--- config.mk ---
export PLATFORM = sky130hd
export DESIGN_NAME = rgb_pl9823_chain
export DESIGN_NICKNAME = d
export VERILOG_FILES = /design/src/rtl/rgb_pl9823_chain.sv
export SDC_FILE = /design/constraint.sdc
export NUM_CORES = 1
export LEC_CHECK = 0
export BUFFER_PORTS_ARGS = -buffer_cell sky130_fd_sc_hd__buf_2
export CAP_MARGIN = 20
export CORE_MARGIN = 8
export CORE_UTILIZATION = 50
export DETAILED_ROUTE_END_ITERATION = 8
export GPL_ROUTABILITY_DRIVEN = 0
export PLACE_DENSITY = 0.75
export REMOVE_ABC_BUFFERS = 1
export SLEW_MARGIN = 10
export SYNTH_ARGS = -nofsm -noshare
export SYNTH_HDL_FRONTEND = slang
export SYNTH_SLANG_ARGS = --single-unit
--- constraint.sdc ---
create_clock -name i_clk -period 4.1 [get_ports i_clk]
set_input_delay 0.41 -clock i_clk [delete_from_list [all_inputs] [get_ports i_clk]]
set_output_delay 0.41 -clock i_clk [all_outputs]
set_load 0.05 [all_outputs]
--- src/rtl/rgb_pl9823_chain.sv ---
// PL9823 daisy-chain driver: latch gap, then NUM_LEDS x 24 bits MSB first, pixel data prefetched from a latency-1 store.
// Optional build macro RGB_PL9823_AUTO_REFRESH_EN: refresh the chain continuously without START.
module rgb_pl9823_chain #(
  parameter int NUM_LEDS  = 3,
  parameter int BIT_CYC   = 86,
  parameter int T0H_CYC   = 18,
  parameter int T1H_CYC   = 68,
  parameter int RESET_CYC = 3000,
  parameter int ADDR_W    = (NUM_LEDS > 1) ? $clog2(NUM_LEDS) : 1
) (
  input  logic              i_clk,
  input  logic              i_rst,
  input  logic              i_start,
  output logic [ADDR_W-1:0] o_pix_addr,
  input  logic [23:0]       i_pix_data,
  output logic              o_busy,
  output logic              o_done,
  output logic              o_out
);

  localparam int CNT_MAX = (BIT_CYC > RESET_CYC) ? BIT_CYC : RESET_CYC;
  localparam int CNT_W   = $clog2(CNT_MAX + 1);

  localparam logic [CNT_W-1:0]  C_BIT_LAST = CNT_W'(BIT_CYC - 1);
  localparam logic [CNT_W-1:0]  C_RST_LAST = CNT_W'(RESET_CYC - 1);
  localparam logic [CNT_W-1:0]  C_T0H      = CNT_W'(T0H_CYC);
  localparam logic [CNT_W-1:0]  C_T1H      = CNT_W'(T1H_CYC);
  localparam logic [ADDR_W-1:0] C_PIX_LAST = ADDR_W'(NUM_LEDS - 1);

  generate
    if (NUM_LEDS < 1 || T0H_CYC < 1 || T0H_CYC >= T1H_CYC || T1H_CYC >= BIT_CYC || RESET_CYC < 1) begin : g_bad_params
      $error("rgb_pl9823_chain: illegal timing or chain-length parameters");
    end
  endgenerate

  typedef enum logic [1:0] {S_IDLE, S_LATCH, S_SEND} state_t;

  state_t            r_state, w_state_next;
  logic [CNT_W-1:0]  r_cnt, w_cnt_next;
  logic [4:0]        r_bit, w_bit_next;
  logic [ADDR_W-1:0] r_pix, w_pix_next;
  logic [ADDR_W-1:0] r_addr, w_addr_next;
  logic [23:0]       r_shift, w_shift_next;
  logic [23:0]       r_hold, w_hold_next;
  logic              r_busy, w_busy_next;
  logic              r_done, w_done_next;
  logic              r_out, w_out_next;
  logic              w_go;

`ifdef RGB_PL9823_AUTO_REFRESH_EN
  logic w_unused_start;
  assign w_unused_start = i_start;
  assign w_go = 1'b1;
`else
  assign w_go = i_start;
`endif

  always_ff @(posedge i_clk or posedge i_rst) begin
    if (i_rst) begin
      r_state <= S_IDLE;
      r_cnt   <= '0;
      r_bit   <= '0;
      r_pix   <= '0;
      r_addr  <= '0;
      r_shift <= '0;
      r_hold  <= '0;
      r_busy  <= 1'b0;
      r_done  <= 1'b0;
      r_out   <= 1'b0;
    end else begin
      r_state <= w_state_next;
      r_cnt   <= w_cnt_next;
      r_bit   <= w_bit_next;
      r_pix   <= w_pix_next;
      r_addr  <= w_addr_next;
      r_shift <= w_shift_next;
      r_hold  <= w_hold_next;
      r_busy  <= w_busy_next;
      r_done  <= w_done_next;
      r_out   <= w_out_next;
    end
  end

  always_comb begin
    w_state_next = r_state;
    w_cnt_next   = r_cnt;
    w_bit_next   = r_bit;
    w_pix_next   = r_pix;
    w_addr_next  = r_addr;
    w_shift_next = r_shift;
    w_hold_next  = r_hold;
    w_busy_next  = r_busy;
    w_done_next  = 1'b0;

    case (r_state)
      S_IDLE: begin
        w_cnt_next  = '0;
        w_bit_next  = '0;
        w_pix_next  = '0;
        w_addr_next = '0;
        w_busy_next = w_go;
        if (w_go) begin
          w_state_next = S_LATCH;
        end
      end

      S_LATCH: begin
        if (r_cnt == C_RST_LAST) begin
          w_state_next = S_SEND;
          w_cnt_next   = '0;
          w_shift_next = i_pix_data;
        end else begin
          w_cnt_next = r_cnt + 1'b1;
        end
      end

      S_SEND: begin
        if (r_cnt == C_BIT_LAST) begin
          w_cnt_next = '0;
          if (r_bit == 5'd23) begin
            w_bit_next = '0;
            if (r_pix == C_PIX_LAST) begin
              w_state_next = S_IDLE;
              w_busy_next  = 1'b0;
              w_done_next  = 1'b1;
              w_addr_next  = '0;
              w_pix_next   = '0;
            end else begin
              w_pix_next   = r_pix + 1'b1;
              w_shift_next = r_hold;
            end
          end else begin
            w_bit_next   = r_bit + 1'b1;
            w_shift_next = {r_shift[22:0], 1'b0};
            // Entering the last bit of this pixel: request the next one.
            if (r_bit == 5'd22 && r_pix != C_PIX_LAST) begin
              w_addr_next = r_pix + 1'b1;
            end
          end
        end else begin
          w_cnt_next = r_cnt + 1'b1;
          // Store data for the new address is stable by the second cycle of bit 23.
          if (r_bit == 5'd23 && r_cnt == CNT_W'(1) && r_pix != C_PIX_LAST) begin
            w_hold_next = i_pix_data;
          end
        end
      end

      default: begin
        w_state_next = S_IDLE;
        w_busy_next  = 1'b0;
      end
    endcase

    w_out_next = (w_state_next == S_SEND) &&
                 (w_cnt_next < (w_shift_next[23] ? C_T1H : C_T0H));
  end

  assign o_pix_addr = r_addr;
  assign o_busy     = r_busy;
  assign o_done     = r_done;
  assign o_out      = r_out;

endmodule

==> flow_summary.ini <==
[drt]
met1_length_mm = 4.45
dr.pass1.iters = 6
route.met3.wl_um = 614
post_drt_wl_per_cell_um = 16.9
drtIter0Drc = 251
wl_met2_mm = 4.84
vias = 3510
ant_nets = 0
viasPerCell = 5.93
highest_layer = met4
wirelength_mm = 10.0
drc = 0

[clocking]
root_buffer = clkbuf_8
cts_resized = 0
postCtsHoldBufs = 0
cts.clk_slew.worst_paths_ps = 90
cts_setup_buffers = 0
clock_latency_ps = 360
cts_tree = done
cts_sinks = 74
cts.path.max_buffers = 2
cts_made_buffers = 9
h-tree-depth = 3

[pwr]
p_sw_frac = 0.338
ir_worst_vdd_uv = 201
powerDensity_nw_per_um2 = 394
pwr-share-clk = 0.326
seqPwrFrac = 0.436
p_comb_frac = 0.237
p_int_mw = 1.20
leakage_nw = 2.01
netSwitchingPower_uw = 614
finalPower_mw = 1.82

[yosys]
synth_seq_cells = 74
yosysTopAreaCell = dfrtp_1
ys_types = 47
synth_cells = 463
yosysMostFrequentCell = nand2_1
avgSynthCellArea_um2 = 9.02
yosysWarnings = 0
synth-edff-count = 0
postSynth.asyncResetShare = 1.00
synth_top_area_frac = 0.443
synth_commonest_cells = nand2_1 (90), dfrtp_1 (74), o21ai_0 (60), a21oi_1 (27), clkbuf_1 (27)
synth_flop_cell = dfrtp_1
synth_area_leaders = dfrtp_1 (44%), nand2_1 (8.1%), o21ai_0 (7.2%)
synth-seq-area-share = 0.443
synth_area_um2 = 4180

[global_route]
grt_pass1_vias = 3500
grt_max_degree = 47
grt_overflow = 0
grt_pass1_wl_mm = 17.4
grt_antenna_before_repair = 0
gr-usage-all-layers = 0.186

[critical_path]
crit_path_start_kind = flip-flop
crit_family = compound AO/OA/AOI/OAI gates
cp.required_ps = 4370
path_max_fanout = 5
worstSetupEndpointType = flip-flop
arrival_ps = 3670
crit_type = flip-flop to flip-flop
cp_cell_sequence = inv_1 -> ha_1 -> or4b_4 -> o41ai_1 -> nand2_1 -> o21ai_0 -> and2_1 -> inv_1 -> ha_1 -> a211oi_1 -> a211oi_1 -> a21oi_1
critPathBufInv = 2
slowest_stage = o41ai_1
crit_path_max_incr_delay_ps = 530

[min_path]
hold_class = primary input to async pin

[floorplanning]
fp.coreArea_um2 = 8180
die_area_um2 = 11500
start_util = 0.511
io_pins = 32
dieWidth_um = 107
die_y_um = 107
rows = 33

[placed_design]
dp_slack_ps = 772
place_hpwl_mm = 6.63
io_buffers = 31

[sta]
final.min_clock_period_ps = 3410
final_max_slew_viol_count = 0
hold_viol = 0
worst_clock_skew_ps = 17.9
holdWs_ps = 228
finalSetupViolCount = 0
finalWorstSetupSlack_ps = 694
tightestPinTransition_ps = 1020
tns_ps = 0
fin_crit_sh = 0.831
maxSlewHeadroom = 0.315
rsz0062_at_grt = false
fmax_mhz = 294

[layout]
fillers = 743
final_util = 0.564
num-nets-final = 524
drive_gt1_frac = 0.185
areaGrowthSynthToFinish_pct = 10.4
antenna_cells = 0

[job]
maxCapViolations = 0

[run_status]
status = finished clean
## cells in the final DEF, fill, tap and decap left out, types with 4 or more instances in the layout
master    synthesis  final
ha_1             15     15
and3_1           23     23
nor2_1           17     17
o21ai_0          60     60
and2_1            4      4
mux2_2           26     26
buf_4             0      7
inv_1            16     15
o31ai_1           4      4
a21oi_1          27     27
buf_2             3     31
nor3_1            7      7
nand4b_1          5      5
dfrtp_1          74     74
nand3_1           8      8
nor4_1            6      6
clkbuf_8          0     10
nand4_1           4      4
nand2_1          90     90
xnor2_1           5      5
## per-layer routing
metal,vias up,track usage
met5,-,0
met4,0,0.0624
met3,16,0.0431
met2,109,0.293
met1,1715,0.246
li1,1670,-
## power by group through the flow
stage	registers, mW	logic (mW)	clock network [mW]
after detailed placement	0.807	0.419	0
after CTS	0.792	0.422	0.611
after global routing	0.798	0.466	0.648
after global placement	0.801	0.416	0
after floorplan	0.812	0.288	0
final	0.793	0.431	0.593
## cells by family (layout without fill, tap and decap cells)
logic type               count (synthesis)  after routing  synth area share
AND/OR/NAND/NOR                        181            181             0.216
buffers and inverters                   46             70            0.0422
XOR/XNOR                                 8              8            0.0168
multiplexers                            28             28            0.0752
AO/OA/AOI/OAI                          111            111             0.162
flip-flops                              74             74             0.443
adder cells (fa/ha/maj)                 15             15            0.0449
## metrics by stage
stage | instances | instance area [um^2]
CTS | 592 | 4610
global placement | 576 | 4400
finish | 592 | 4610
detailed placement | 576 | 4400
global route | 592 | 4610
floorplan | 433 | 4060
## worst reg2reg max path, delay by kind of cell, from the launching register on
| kind | cells | cell delay (ps) |
|---|---|---|
| AO/OA/AOI/OAI | 5 | 1460 |
| adder cells (fa/ha/maj) | 2 | 360 |
| buffers and inverters | 2 | 160 |
| flip-flops | 1 | 430 |
| AND/OR/NAND/NOR | 3 | 930 |
## registers in the layout, summed over array words and instances, names as in the netlist
| name | flops |
|---|---|
| r_cnt | 12 |
| r_hold | 24 |
| r_bit | 5 |
| r_state | 2 |
| o_done | 1 |
| r_shift | 24 |
| r_pix | 2 |
| o_out | 1 |
| o_pix_addr | 2 |
| o_busy | 1 |
## layout make-up
cell class,instances,area (um^2),area share
inverters,16,60.1,0.0130
flip-flops and latches,74,1850,0.402
clock buffers,10,138,0.0299
well taps,105,131,0.0285
clock inverters,6,72.6,0.0157
repair buffers,38,208,0.0451
multi-input cells,343,2150,0.466
## path summary, 6_finish.rpt
check | from | to | slack [ps] | depth (start not counted)
worst max-delay path | r_cnt[1] | o_out | 690 | 12
worst min-delay path | i_rst | r_hold[11] | 230 | 2
worst max register to register | r_cnt[1] | o_out | 690 | 12
worst min register to register | r_shift[16] | r_shift[16] | 490 | 2
max in group asynchronous | i_rst | r_cnt[6] | 2890 | 3
min in group i_clk | i_pix_data[13] | r_hold[13] | 290 | 2
No activity file was read; power rests on OpenSTA's default activity.
